$ cat src/rtl/parking_occupancy_tracker.sv
// Debounced parking-lot occupancy tracker: per-spot 2-flop sync + debounce,
// registered parked count, lot status flags and arrival/departure pulses.
module parking_occupancy_tracker #(
  parameter int NUM_SPOTS   = 8,
  parameter int DEBOUNCE    = 4,
  parameter int ALMOST_FULL = 6,
  localparam int CNT_W      = $clog2(NUM_SPOTS + 1)
) (
  input  logic                 clk,
  input  logic                 rst,
  input  logic                 en,
  input  logic [NUM_SPOTS-1:0] sensor,
  output logic [NUM_SPOTS-1:0] occupied,
  output logic [CNT_W-1:0]     parked_count,
  output logic [CNT_W-1:0]     free_count,
  output logic                 full,
  output logic                 empty,
  output logic                 almost_full,
  output logic                 arrive_pulse,
  output logic                 depart_pulse
);

  localparam int DBC_W = (DEBOUNCE > 1) ? $clog2(DEBOUNCE) : 1;
  localparam logic [DBC_W-1:0] DBC_MAX = DBC_W'(DEBOUNCE - 1);

  logic [NUM_SPOTS-1:0]             s1_q, s2_q;
  logic [NUM_SPOTS-1:0][DBC_W-1:0]  dbc_q, dbc_d;
  logic [NUM_SPOTS-1:0]             occ_q, occ_d;
  logic [CNT_W-1:0]                 cnt_q, cnt_d;
  logic                             rise_q, rise_d, fall_q, fall_d;
  logic                             arrive_q, depart_q;

  always_comb begin
    dbc_d = dbc_q;
    occ_d = occ_q;
    if (en) begin
      for (int unsigned i = 0; i < NUM_SPOTS; i++) begin
        if (s2_q[i] == occ_q[i]) begin
          dbc_d[i] = '0;
        end else if (dbc_q[i] == DBC_MAX) begin
          occ_d[i] = s2_q[i];
          dbc_d[i] = '0;
        end else begin
          dbc_d[i] = dbc_q[i] + 1'b1;
        end
      end
    end
  end

  always_comb begin
    cnt_d = '0;
    for (int unsigned i = 0; i < NUM_SPOTS; i++) begin
      cnt_d = cnt_d + CNT_W'(occ_q[i]);
    end
  end

  // Flip flags are captured on the flip edge and re-registered so the pulses
  // line up with parked_count, one edge after occupied changes.
  always_comb begin
    rise_d = |(occ_d & ~occ_q);
    fall_d = |(~occ_d & occ_q);
  end

  always_ff @(posedge clk or posedge rst) begin
    if (rst) begin
      s1_q     <= '0;
      s2_q     <= '0;
      dbc_q    <= '0;
      occ_q    <= '0;
      cnt_q    <= '0;
      rise_q   <= 1'b0;
      fall_q   <= 1'b0;
      arrive_q <= 1'b0;
      depart_q <= 1'b0;
    end else begin
      s1_q     <= sensor;
      s2_q     <= s1_q;
      dbc_q    <= dbc_d;
      occ_q    <= occ_d;
      cnt_q    <= cnt_d;
      rise_q   <= rise_d;
      fall_q   <= fall_d;
      arrive_q <= rise_q;
      depart_q <= fall_q;
    end
  end

  always_comb begin
    occupied     = occ_q;
    parked_count = cnt_q;
    free_count   = CNT_W'(NUM_SPOTS) - cnt_q;
    full         = (cnt_q == CNT_W'(NUM_SPOTS));
    empty        = (cnt_q == '0);
    almost_full  = (32'(cnt_q) >= 32'(ALMOST_FULL));
    arrive_pulse = arrive_q;
    depart_pulse = depart_q;
  end

endmodule

$ cat config.mk
export PLATFORM = sky130hd
export DESIGN_NAME = parking_occupancy_tracker
export DESIGN_NICKNAME = d
export VERILOG_FILES = /design/src/rtl/parking_occupancy_tracker.sv
export SDC_FILE = /design/constraint.sdc
export NUM_CORES = 1
export LEC_CHECK = 0
export CORE_UTILIZATION = 53
export CTS_CLUSTER_SIZE = 28
export DETAILED_ROUTE_END_ITERATION = 7
export PLACE_DENSITY_LB_ADDON = 0.05
export SETUP_SLACK_MARGIN = 0.3
export SYNTH_ARGS = -nofsm -noshare
export SYNTH_HDL_FRONTEND = slang
export SYNTH_SLANG_ARGS = --single-unit
$ cat constraint.sdc
create_clock -name clk -period 3.75 [get_ports clk]
set_clock_uncertainty 0.15 [all_clocks]
set_input_delay 0.375 -clock clk [delete_from_list [all_inputs] [get_ports clk]]
set_output_delay 0.375 -clock clk [all_outputs]
set_load 0.005 [all_outputs]
## Word-level counts from Yosys, hierarchy flattened

Index checks and enable logic that the tools add are counted.

| cells by class | value |
|---|---|
| add/subtract/negate cells | 16 |
| $lt $le $gt $ge | 1 |
| equality and inequality tests | 17 |
| multiplexer cells | 33 |
| bitwise gates (word level) | 4 |
| reduce and logical (&&, ||, !) cells | 3 |

Operators by type and width:

| kind | count |
|---|---|
| 2-bit 2-to-1 mux | 16 |
| 2-bit by 1-bit adder with 2-bit output (second input constant) | 8 |
| 4-bit by 1-bit adder with 4-bit output | 4 |
| 8-bit AND | 2 |
| 2-bit == test (second input constant) | 8 |
| 1-bit 2-to-1 mux | 16 |
| 8-bit inverter | 2 |
| 8-bit OR reduction | 2 |
| 1-bit == test | 8 |
| 8-bit 2-to-1 mux | 1 |
| 3-bit by 1-bit adder with 4-bit output | 1 |
| 4-bit == test (second input constant) | 1 |
| 4-bit by 3-bit greater-or-equal comparator with 1-bit output (second input constant) | 1 |
| 4-bit logical NOT | 1 |
| 4-bit subtractor (first input constant) | 1 |
| 2-bit by 1-bit adder with 3-bit output | 1 |
| 1-bit by 1-bit adder with 2-bit output | 1 |

| storage, ports and cells | value |
|---|---|
| register bits after elaboration | 48 |
| word-level logic and storage cells | 90 |

## Longest topological paths before layout

Gate-level depths: netlist (run 1).

| depth | value |
|---|---|
| word-level depth | 7 |
| gate-level depth with buffers | 9 |

## Worst setup path before layout (run 1)

Ideal clock, no wire load.

| timing | value |
|---|---|
| kind | flip-flop to flip-flop |
| start | register occ_q[0], in the netlist occupied[0] |
| end | register cnt_q[2], in the netlist parked_count[2] |
| arrival | 2617 ps |
| data required time | 3477 ps |
| path slack | 860 ps |
| cell stages (with the launch flop) | 10 |
| clock period less this slack | 2890 ps |
| cells stage by stage | dfrtp_1 > inv_1 > fa_1 > fa_1 > fa_1 > inv_1 > ha_1 > inv_1 > fa_1 > xnor2_1 |

| on the way | value |
|---|---|
| longest elaborated chain between the ends | 7 |

Ends and longest elaborated chain:

| element | line | source |
|---|---|---|
| start: declaration | 28 | `logic [NUM_SPOTS-1:0] occ_q, occ_d;` |
| start signal: assignment | 69 | `occ_q <= '0;` |
| start signal: assignment | 79 | `occ_q <= occ_d;` |
| 1-bit by 1-bit adder with 2-bit output | 53 | `cnt_d = cnt_d + CNT_W'(occ_q[i]);` |
| 2-bit by 1-bit adder with 3-bit output | 53 |  |
| 3-bit by 1-bit adder with 4-bit output | 53 |  |
| 4-bit by 1-bit adder with 4-bit output (4 in series) | 53 |  |
| named net cnt_d[2] | 29 | `logic [CNT_W-1:0] cnt_q, cnt_d;` |
| end signal: assignment | 80 | `cnt_q <= cnt_d;` |
| end: declaration | 29 |  |

The timed path passes the listed nets, and every way through them passes these cells.
A chain may end at the register's enable or synchronous reset.

## Final worst setup path (run 1)

| timing | value |
|---|---|
| start | register occ_q[0], in the netlist occupied[0] |
| end | register cnt_q[1], in the netlist parked_count[1] |

Same word-level chain as after synthesis.

==> qor.csv, run 1 <==
metric,value,unit
drc,0,
coreArea,3970,um2
synth_cell_types,23,
synth_cells,187,
vdd_drop_max,0.410,mV
die_h,66.3,um
dpl.cell_count,264,
regArea,1200,um2
startpoint_type,flip-flop,
gr-total-overflow,0,
tightest_slew,0.969,ns
endpoint_kind,flip-flop,
crit_path_max_fanout,6,
place.gp.congestion,0.799,
cts.path.max_buffers,2,
nFillCells,316,
place_hpwl,2690,um
maxCapViolations,0,
slowest_stage,fa_1,
rows,23,
worstPathArrival,3.07,ns
htreeDepth,2,
ant_nets,0,
antenna_found_initial,0,
seq_area_frac_synth,54.8,%
synth_seq_cells,48,
grt_pass1_vias,1442,
dr.pass1.iters,4,
num_vias,1415,
synth_area,2190,um2
cts_root_buf,clkbuf_8,
slowest_delay,0.55,ns
period_share,80.7,%
syn_area_per_cell,11.7,um2
totalWireLength,3750,um
clock_latency,0.30,ns
tritoncts,built,
cts.sinks,48,
grt_max_degree,49,
min_period,3.03,ns
start_util,55.2,%
finalSetupViolCount,0,
cts_resized,0,
nets,249,
hold_viol,0,
hp-class,reg2reg,
grt_util_all_layers,19.7,%
tns,0,ns
cp_top_family,adder cells,
hold_buffers,0,
io_buffers,31,
drt_iter0_markers,110,
path_clk_slew,0.08,ns
p_leak,1.20,nW
rsz0062_at_grt,no,
cts_buffers,5,
drive_gt1_share,7.66,%
yosys_warnings,0,
syn_nets,215,
multi_input_area,861,um2
rrSetupSlack,0.72,ns
die_x,66.3,um
fmax,331,MHz
grt_pass1_wl,6350,um
die-area,4400,um2
synth_edf_count,0,
path_cells,"inv_1, fa_1, fa_1, fa_1, inv_1, ha_1, inv_1, fa_1, inv_1",
async_reset_ff_share,100,%
syn_to_final_growth,19.9,%
ys.flop_type,dfrtp_1,
wl_per_cell,13.8,um
p_per_area,855,nW/um2
ios,32,
fin_cells,272,
drv_slew,0,
critPathKind,reg2reg,
status,completed,
relSlewSlack,35.3,%
worst_ep_required_time,3.80,ns
crit_buf_inv,4,
avgViaCountPerCell,5.20,
antenna_cells,0,
cts_setup_buffers,0,
## cell families (layout without fill, tap and decap cells)
group           Yosys count  count (layout)  share of synthesized area, %
fa+ha+maj                17              17                          11.1
compound gates           18              18                          5.36
xor+xnor                 11              11                          4.39
mux                      16              16                          8.22
simple gates             47              47                          10.2
flops                    48              48                          54.8
buf+inv                  30              65                          5.94
## metrics by stage
stage               power, W  area (um2)  utilization, %  setup WS, ns  hold WS [ns]
finish               0.00225        2630            66.2         0.725         0.202
floorplan            0.00151        2190               -         0.860         0.181
CTS                  0.00228        2630            66.2         0.712         0.204
global route         0.00246        2630            66.2         0.627         0.211
detailed placement   0.00196        2540            63.9         0.737         0.185
global placement     0.00184        2540            63.9         0.834         0.183
## sequential cells by signal (all words and copies together) (netlist names)
name          cells
fall_q            1
depart_pulse      1
arrive_pulse      1
s2_q              8
parked_count      4
dbc_q            16
s1_q              8
rise_q            1
occupied          8
## power by group
part / total [W] / switching [W] / internal [W] / leakage (nW)
Clock: 0.000309 / 0.000162 / 0.000147 / 0.0510
Sequential: 0.000854 / 0.000161 / 0.000693 / 0.596
Combinational: 0.00109 / 0.000483 / 0.000602 / 0.557
## layer usage
metal | vias to the layer above | wire [um] | part of all wire [%] | track usage (%)
met5 | - | 0 | 0 | 0
met2 | 28 | 1910 | 51 | 34.2
li1 | 683 | - | - | -
met4 | 0 | 69 | 1.8 | 8.78
met1 | 697 | 1640 | 44 | 23.1
met3 | 7 | 131 | 3.5 | 4.48
## synth_stat cells, drive strengths merged (2+ instances only)
cell type | n | area [um2]
o21ai | 3 | 15.0
nand2 | 28 | 105
nor3 | 9 | 45.0
buf | 5 | 36.3
mux2 | 16 | 180
xnor2 | 10 | 87.6
o22ai | 12 | 75.1
fa | 4 | 80.1
inv | 25 | 93.8
o41a | 2 | 22.5
nand3b | 6 | 45.0
ha | 13 | 163
dfrtp | 48 | 1200
## final cells by class
| cell class | count | area share (%) |
|---|---|---|
| clock buffers | 6 | 3.14 |
| multi-input cells | 109 | 32.7 |
| flip-flops and latches | 48 | 45.7 |
| well taps | 50 | 2.38 |
| clock inverters | 2 | 0.381 |
| inverters | 25 | 3.57 |
| repair buffers | 32 | 12.1 |
## cells in the final DEF, fill, tap and decap left out, drive strengths merged
| cell | instances |
|---|---|
| xor2 | 1 |
| clkinv | 2 |
| mux2 | 16 |
| dfrtp | 48 |
| nand3b | 6 |
| nor3 | 9 |
| nand2 | 28 |
| nor3b | 1 |
| o41a | 2 |
| clkbuf | 6 |
| o21ai | 3 |
| xnor2 | 10 |
| nor2b | 1 |
| nand2b | 1 |
| buf | 1 |
| clkdlybuf4s50 | 31 |
| o22ai | 12 |
| a21oi | 1 |
| fa | 4 |
| ha | 13 |
| inv | 25 |
| and3b | 1 |
## final timing paths
| check | start | to | cells past startpoint |
|---|---|---|---|
| min reg2reg | s1_q[5] | s2_q[5] | 0 |
| min in group asynchronous | rst | s1_q[3] | 2 |
| max in group asynchronous | rst | s1_q[4] | 2 |
| max reg2reg | occupied[0] | parked_count[1] | 9 |
| max | occupied[0] | parked_count[1] | 9 |
| min | s1_q[5] | s2_q[5] | 0 |
(Power assumes the default switching activity.)
==> inputs of run 2 (changes only) <==
clock period = 3 ns   (was 3.75 ns; I/O delays follow)
==> run 2 against run 1 <==
Compared with the run above: global-route usage fell by 0.34 points; critical path type unchanged; critical endpoint is now parked_count[2]; power rose by 31%; highest routed layer unchanged; sequential share of layout area fell by 0.98 points.
==> qor.csv, run 2 (synthesis results as in run 1) <==
metric,value,unit
p_per_area,1100,nW/um2
critPathKind,reg2reg,
start_util,55.2,%
die-area,4400,um2
top_layer,met4,
route.met3.wl,150,um
die_h,66.3,um
antenna_found_initial,0,
place_area,2560,um2
startpoint_type,flip-flop,
holdPathStages,0,
rsz0062_at_grt,yes,
drv_slew,0,
grt_pass1_vias,1401,
regToRegEndpoint,parked_count[2],
dr.pass1.iters,4,
nets,255,
grt_max_degree,49,
tightest_slew,0.960,ns
wl_met1,1640,um
htreeDepth,2,
largest_reg_flops,16,
worst_ep_required_time,3.04,ns
multi_input_area,873,um2
endpoint_kind,flip-flop,
ant_nets,0,
min_from,s1_q[1],
vdd_drop_max,0.563,mV
cts.path.max_buffers,2,
period_share,95.1,%
coreArea,3970,um2
totalWireLength,3700,um
tritoncts,built,
nFillCells,292,
holdPathEnd,s2_q[1],
wl_per_cell,13.3,um
die_x,66.3,um
reg2reg_depth,9,
drt_iter0_markers,53,
p_leak,1.23,nW
grt_util_all_layers,19.3,%
relSlewSlack,35.9,%
ios,32,
antenna_cells,0,
place_hpwl,2660,um
avgViaCountPerCell,5.06,
drc,0,
regMostFlops,dbc_q,
path_clk_slew,0.08,ns
final_common_cell,dfrtp_1,
hold_viol,0,
fin_area,2690,um2
status,completed,
gr-total-overflow,0,
rows,23,
cts.sinks,48,
syn_to_final_growth,22.5,%
place.gp.congestion,0.765,
wl_met2,1850,um
grt_pass1_wl,6170,um
finalSetupViolCount,0,
hp-class,reg2reg,
r2r-start,occupied[0],
drive_gt1_share,11.8,%
io_buffers,31,
tns,0,ns
final_cell_mix,"dfrtp_1, clkdlybuf4s50_1, nand2_1",
cts_root_buf,clkbuf_8,
rrSetupSlack,0.15,ns
num_vias,1407,
clock_latency,0.30,ns
min_period,2.85,ns
worstPathArrival,2.89,ns
cts_buffers,5,
regArea,1200,um2
crit_path_max_fanout,2,
maxCapViolations,0,
fmax,351,MHz
## run 2: routing by layer
metal  vias to the layer above  GRT usage (%)
met5                         -              0
met4                         0           7.18
met3                         5           5.34
met2                        27           31.8
met1                       681           24.3
li1                        694              -
## run 2: final cells by class
cell class	instances	area share (%)
Tap cell	50	2.33
Timing Repair Buffer	38	13.5
Multi-Input combinational cell	109	32.5
Clock inverter	2	0.373
Sequential cell	48	44.7
Inverter	25	3.49
Clock buffer	6	3.07
## run 2: what timing repair did
action	4_1_cts	5_1_grt
buffers inserted	1	2
endpoints found under the setup margin	2	3
hold buffers	0	0
resized for setup	3	2
## run 2: worst max-delay path by stage
| stage | slack, ns | from | to | depth (start not counted) |
|---|---|---|---|---|
| final | 0.15 | occupied[0] | parked_count[2] | 9 |
| after global routing | 0.05 | occupied[1] | parked_count[2] | 9 |
| after CTS | 0.10 | occupied[0] | parked_count[2] | 9 |
| after detailed placement | 0.11 | occupied[0] | parked_count[2] | 9 |
| after global placement | 0.21 | occupied[0] | parked_count[2] | 9 |
| after floorplan | 0.11 | occupied[0] | parked_count[2] | 9 |
## run 2: critical path: stages (launching register included)
cell,delay [ns]
dfrtp_1,0.37
inv_2,0.04
fa_1,0.54
fa_1,0.43
fa_1,0.45
inv_2,0.09
ha_4,0.13
inv_2,0.03
fa_1,0.38
xnor2_1,0.14
## run 2: through the flow
stage,setup slack (ns),utilization [%],hold slack [ns],total power [W],std cells
CTS,0.102,67.0,0.204,0.00289,276
global route,0.0549,67.6,0.215,0.00321,278
finish,0.148,67.6,0.202,0.00294,278
global placement,0.206,64.4,0.184,0.00233,267
detailed placement,0.109,64.4,0.185,0.00246,267
floorplan,0.110,-,0.181,0.00189,187
## run 2: power by group
| group | leakage [nW] | internal (W) | switching [W] | total (W) |
|---|---|---|---|---|
| registers | 0.596 | 0.000867 | 0.000184 | 0.00105 |
| clock network | 0.0510 | 0.000184 | 0.000205 | 0.000389 |
| logic | 0.584 | 0.000839 | 0.000664 | 0.00150 |
